`config.mk`:
```
export PLATFORM = sky130hd
export DESIGN_NAME = uart_auth_rx
export DESIGN_NICKNAME = d
export VERILOG_FILES = /design/src/rtl/uart_auth_rx.sv
export SDC_FILE = /design/constraint.sdc
export NUM_CORES = 1
export LEC_CHECK = 0
export BUFFER_PORTS_ARGS = -buffer_cell sky130_fd_sc_hd__buf_2
export CAP_MARGIN = 20
export CORE_MARGIN = 2
export CORE_UTILIZATION = 35
export CTS_CLUSTER_SIZE = 25
export DETAILED_ROUTE_END_ITERATION = 12
export MAX_ROUTING_LAYER = met4
export PLACE_DENSITY = 0.61
export SETUP_SLACK_MARGIN = 0.2
export SLEW_MARGIN = 25
export SYNTH_ARGS = -nofsm -noshare
export SYNTH_HDL_FRONTEND = slang
export SYNTH_SLANG_ARGS = --single-unit
```
`constraint.sdc`:
```
create_clock -name clk -period 3.25 [get_ports clk]
set_input_delay 0.325 -clock clk [delete_from_list [all_inputs] [get_ports clk]]
set_output_delay 0.325 -clock clk [all_outputs]
set_load 0.02 [all_outputs]
```
`src/rtl/uart_auth_rx.sv`:
```
// rtl/uart_auth_rx.sv - 8N1 UART receiver feeding the rider power-up authorization FSM
module uart_auth_rx #(
  parameter int          CLKS_PER_BIT = 5208,
  parameter logic [7:0]  CMD_GO       = 8'h47,
  parameter logic [7:0]  CMD_STOP     = 8'h53
) (
  input  logic       clk,
  input  logic       rst,
  input  logic       RX,
  input  logic       rider_off,
  output logic [7:0] rx_data,
  output logic       rx_rdy,
  output logic       frm_err,
  output logic       pwr_up
);

  localparam int BW = (CLKS_PER_BIT > 1) ? $clog2(CLKS_PER_BIT) : 1;
  localparam logic [BW-1:0] BIT_END  = BW'(CLKS_PER_BIT - 1);
  localparam logic [BW-1:0] HALF_END = BW'(CLKS_PER_BIT / 2 - 1);

  typedef enum logic [1:0] {RX_IDLE, RX_START, RX_DATA, RX_STOP} rx_state_t;
  typedef enum logic [1:0] {AUTH_OFF, AUTH_PWR1, AUTH_PWR2} auth_state_t;

  logic          rx_s1, rx_s2, rx_s3;
  logic          rx_fall;
  rx_state_t     rx_state;
  logic [BW-1:0] baud_cnt;
  logic [3:0]    bit_cnt;
  logic [7:0]    shift_reg;
  auth_state_t   auth_state, auth_next;

  // Two flops for metastability, the third only for edge detection.
  always_ff @(posedge clk) begin
    if (rst) begin
      rx_s1 <= 1'b1;
      rx_s2 <= 1'b1;
      rx_s3 <= 1'b1;
    end else begin
      rx_s1 <= RX;
      rx_s2 <= rx_s1;
      rx_s3 <= rx_s2;
    end
  end

  assign rx_fall = rx_s3 & ~rx_s2;

  always_ff @(posedge clk) begin
    if (rst) begin
      rx_state  <= RX_IDLE;
      baud_cnt  <= '0;
      bit_cnt   <= '0;
      shift_reg <= '0;
      rx_data   <= '0;
      rx_rdy    <= 1'b0;
      frm_err   <= 1'b0;
    end else begin
      rx_rdy  <= 1'b0;
      frm_err <= 1'b0;
      case (rx_state)
        RX_IDLE: begin
          baud_cnt <= '0;
          if (rx_fall) rx_state <= RX_START;
        end
        RX_START: begin
          if (baud_cnt == HALF_END) begin
            baud_cnt <= '0;
            bit_cnt  <= '0;
            rx_state <= rx_s2 ? RX_IDLE : RX_DATA;
          end else begin
            baud_cnt <= baud_cnt + 1'b1;
          end
        end
        RX_DATA: begin
          if (baud_cnt == BIT_END) begin
            baud_cnt  <= '0;
            shift_reg <= {rx_s2, shift_reg[7:1]};
            bit_cnt   <= bit_cnt + 4'd1;
            if (bit_cnt == 4'd7) rx_state <= RX_STOP;
          end else begin
            baud_cnt <= baud_cnt + 1'b1;
          end
        end
        RX_STOP: begin
          if (baud_cnt == BIT_END) begin
            baud_cnt <= '0;
            rx_state <= RX_IDLE;
            if (rx_s2) begin
              rx_data <= shift_reg;
              rx_rdy  <= 1'b1;
            end else begin
              frm_err <= 1'b1;
            end
          end else begin
            baud_cnt <= baud_cnt + 1'b1;
          end
        end
        default: rx_state <= RX_IDLE;
      endcase
    end
  end

  // rider_off takes priority over a simultaneous 'G' while in PWR2.
  always_comb begin
    auth_next = auth_state;
    case (auth_state)
      AUTH_OFF:  if (rx_rdy && rx_data == CMD_GO) auth_next = AUTH_PWR1;
      AUTH_PWR1: if (rx_rdy && rx_data == CMD_STOP) auth_next = rider_off ? AUTH_OFF : AUTH_PWR2;
      AUTH_PWR2: begin
        if (rider_off)                         auth_next = AUTH_OFF;
        else if (rx_rdy && rx_data == CMD_GO)  auth_next = AUTH_PWR1;
      end
      default: auth_next = AUTH_OFF;
    endcase
  end

  always_ff @(posedge clk) begin
    if (rst) begin
      auth_state <= AUTH_OFF;
      pwr_up     <= 1'b0;
    end else begin
      auth_state <= auth_next;
      pwr_up     <= (auth_next != AUTH_OFF);
    end
  end

endmodule

```
==> results by group <==
Timing
  – Worst Skew: 8.67 ps
  – Period utilization: 65.1%
  – Final hold violation count: 0
  – Worst Tran Pin Value: 903 ps
  – Sum Neg Setup Slack: 0 ps
  – Final setup viols: 0
  – Fmax: 0.473 GHz
  – Slew margin rel.: 39.8%
  – RSZ-0062 raised after global routing: false
  – Final WS setup: 1140 ps
  – Slew Limit Fails: 0
  – Hold slack: 213 ps
  – Minimum clock period: 2110 ps

Floorplan
  – Core area: 5470 µm²
  – Die height: 78.9 µm
  – Row count: 27
  – Die ar.: 6220 µm²
  – Ports: 15
  – Initial Utilization: 35.8%
  – Die Width: 78.9 µm

Worst setup path
  – Register-to-register setup slack: 1140 ps
  – Critical path required time: 3410 ps
  – Kind of critical path: reg -> reg
  – Worst Reg-to-Reg Cells: 5
  – Reg-to-Reg Start: baud_cnt[0]
  – CP arrival: 2270 ps
  – Crit-path max FO: 13
  – CP endpoint kind: flop
  – Max incr delay on CP: 740 ps
  – RR Endpoint: baud_cnt[12]
  – CP cell instances: ha_1 -> and4bb_4 -> nand3_2 -> a32oi_2 -> nor2_1
  – CP startpoint kind: flop
  – Slowest cell on the critical path: a32oi_2

Clocking
  – Total clock sinks: 43
  – Post_cts resized: 0
  – Clock transition at path regs: 90 ps
  – H-tree Lvls: 2
  – CTS Buffer Depth: 2
  – CTS tree: done
  – Setup bufs post-CTS: 0
  – CTS buffer count: 5
  – Clk_lat worst skew: 300 ps
  – Root buf cell: clkbuf_8
  – Hold buffers post-CTS: 0

Global route
  – Vias in the first global route: 1265
  – Initial antenna violation count: 0
  – GRT Resource Usage Total: 12.1%
  – Global-route wire length before repair: 5920 µm
  – Largest net degree at the start of global routing: 33
  – Grt total ovfl: 0

Cells and area
  – N_diodes: 0
  – Synth-to-Final Area Change: 9.95%
  – Nets: 218
  – Sequential Area: 861 µm²
  – Layout cells sized above 1: 22.1%
  – Fill count: 568
  – Commonest cells after routing, fill and taps aside: 43 x dfxtp_1, 27 x nor2_1, 16 x mux2i_1, 14 x buf_2, 10 x nor2_2
  – Commonest non-fill, non-tap cell in the layout: dfxtp_1
  – Multi-input logic area: 1020 µm²
  – Max reg flops: 13

Hold path
  – WHS Path Cells: 2
  – Min-Delay Endpoint: rx_s1
  – Hold Path Class: in -> reg
  – HP Start: RX

Power
  – VDD IR-drop max: 0.233 mV
  – Clk pwr share: 38.6%
  – Internal Power: 0.689 mW
  – NetSw: 0.206 mW
  – Seq pwr share: 59.4%
  – PD cells: 415 nW/µm²
  – Comb pwr share: 2.0%
  – Leak: 0.843 nW
  – Sw frac: 23.0%

Synthesis
  – Mapped Nets: 204
  – Post-synth EDFFs: 0
  – Fraction of registers with async set/reset: 0%
  – Synth Flop Type: dfxtp_1
  – Cell Area, Synth: 1960 µm²
  – Post-synth top area share: 43.9%
  – Avg Synthesized Cell Area: 9.91 µm²
  – Synth cell types: 45
  – Post-synthesis register bit count: 43
  – Sequential share of the synthesized area: 43.9%
  – Synthesis Warnings: 0
  – Post-synthesis cell count: 198
  – Synth area leader: dfxtp_1
  – Area contributors post-synth: dfxtp_1 44%, mux2i_1 8.2%, nor2_1 5.2%

Detailed routing
  – Final WL: 3280 µm
  – Via-to-Cell Ratio: 4.87
  – Per-cell routed wire length: 11.5 µm
  – DRT iter0 DRCs: 78
  – DR pass1 iterations: 4
  – Vias post-DR: 1389
  – Antenna viol nets, final: 0
  – Post-route DRC violation count: 0

Outcome
  – Status: completed

Place
  – Port Buffers: 14
  – DP HPWL: 2240 µm
  – DP Worst Slack: 1120 ps
  – GP Congestion: 0.746

Job
  – Max-Cap Viols: 0
## through the flow
step | util (%) | total power [mW] | instance area, µm² | instances
after floorplan | - | 0.558 | 1960 | 198
after global placement | 37.7 | 0.562 | 2060 | 277
after detailed placement | 37.7 | 0.562 | 2060 | 277
after CTS | 39.4 | 0.912 | 2160 | 285
after global routing | 39.4 | 0.935 | 2160 | 285
final | 39.4 | 0.895 | 2160 | 285
## cells by family after synthesis
group / count (synthesis) / share of synthesized area, %
XOR/XNOR: 12 / 5.36
AND/OR/NAND/NOR: 91 / 29.8
adder cells (fa/ha/maj): 2 / 1.28
multiplexers: 16 / 8.16
AO/OA/AOI/OAI: 20 / 7.27
flip-flops: 43 / 43.9
buffers and inverters: 14 / 4.27
## power groups by stage
| stage | combinational [mW] | sequential (mW) | clock (mW) |
|---|---|---|---|
| after global placement | 0.0185 | 0.544 | 0 |
| final | 0.0183 | 0.531 | 0.345 |
| after CTS | 0.0184 | 0.531 | 0.362 |
| after detailed placement | 0.0183 | 0.544 | 0 |
| after global routing | 0.0204 | 0.532 | 0.382 |
| after floorplan | 0.0150 | 0.543 | 0 |
## layout make-up
type                       instances  share of cell area (%)
clock buffer                       5                    3.19
clock inverter                     3                    1.10
inverter                           7                    1.22
multi-input combinational        141                    47.2
sequential                        43                    39.9
tap                               72                    4.18
timing repair buffer              14                    3.25
## layer usage
layer	part of all wire, %	GRT usage (%)	routed length, µm
met3	2.2	2.39	71
met5	0	-	0
met4	0.64	4.66	21
met2	42	17.3	1380
met1	55	16.9	1810
## how the worst max path moves through the flow
stage	start	to	slack [ps]	cells after the start
6_report	baud_cnt[0]	baud_cnt[12]	1140	5
5_1_grt	baud_cnt[0]	baud_cnt[1]	940	5
4_1_cts	baud_cnt[0]	baud_cnt[12]	1110	5
3_5_place_dp	baud_cnt[0]	baud_cnt[12]	1120	5
3_3_place_gp	baud_cnt[0]	baud_cnt[12]	1200	5
2_1_floorplan	baud_cnt[0]	baud_cnt[2]	1630	6
## synth_stat cells, types with 2 or more instances
cell type   n
clkbuf_1    2
inv_1       7
nand2_1     7
xnor2_1     9
and2b_2     2
nand4_1     3
nor3_1      3
mux2i_1    16
a21oi_1     4
o21ai_0     6
nand2b_1    2
ha_1        2
dfxtp_1    43
and4bb_4    3
or2_2       3
nor2_1     27
xor2_1      3
nor4bb_1    2
nand3_1     9
nand4_4     2
or3_1       2
nor2_2     10
nor2b_1     3
nor4_1      4
buf_6       4
## worst max-delay path, delay by kind of cell, from the launching register on
kind            cells  cell delay (ps)
fa+ha+maj           1              260
compound gates      1              740
flops               1              390
simple gates        3              580
Power figures use the tool's default switching activity.
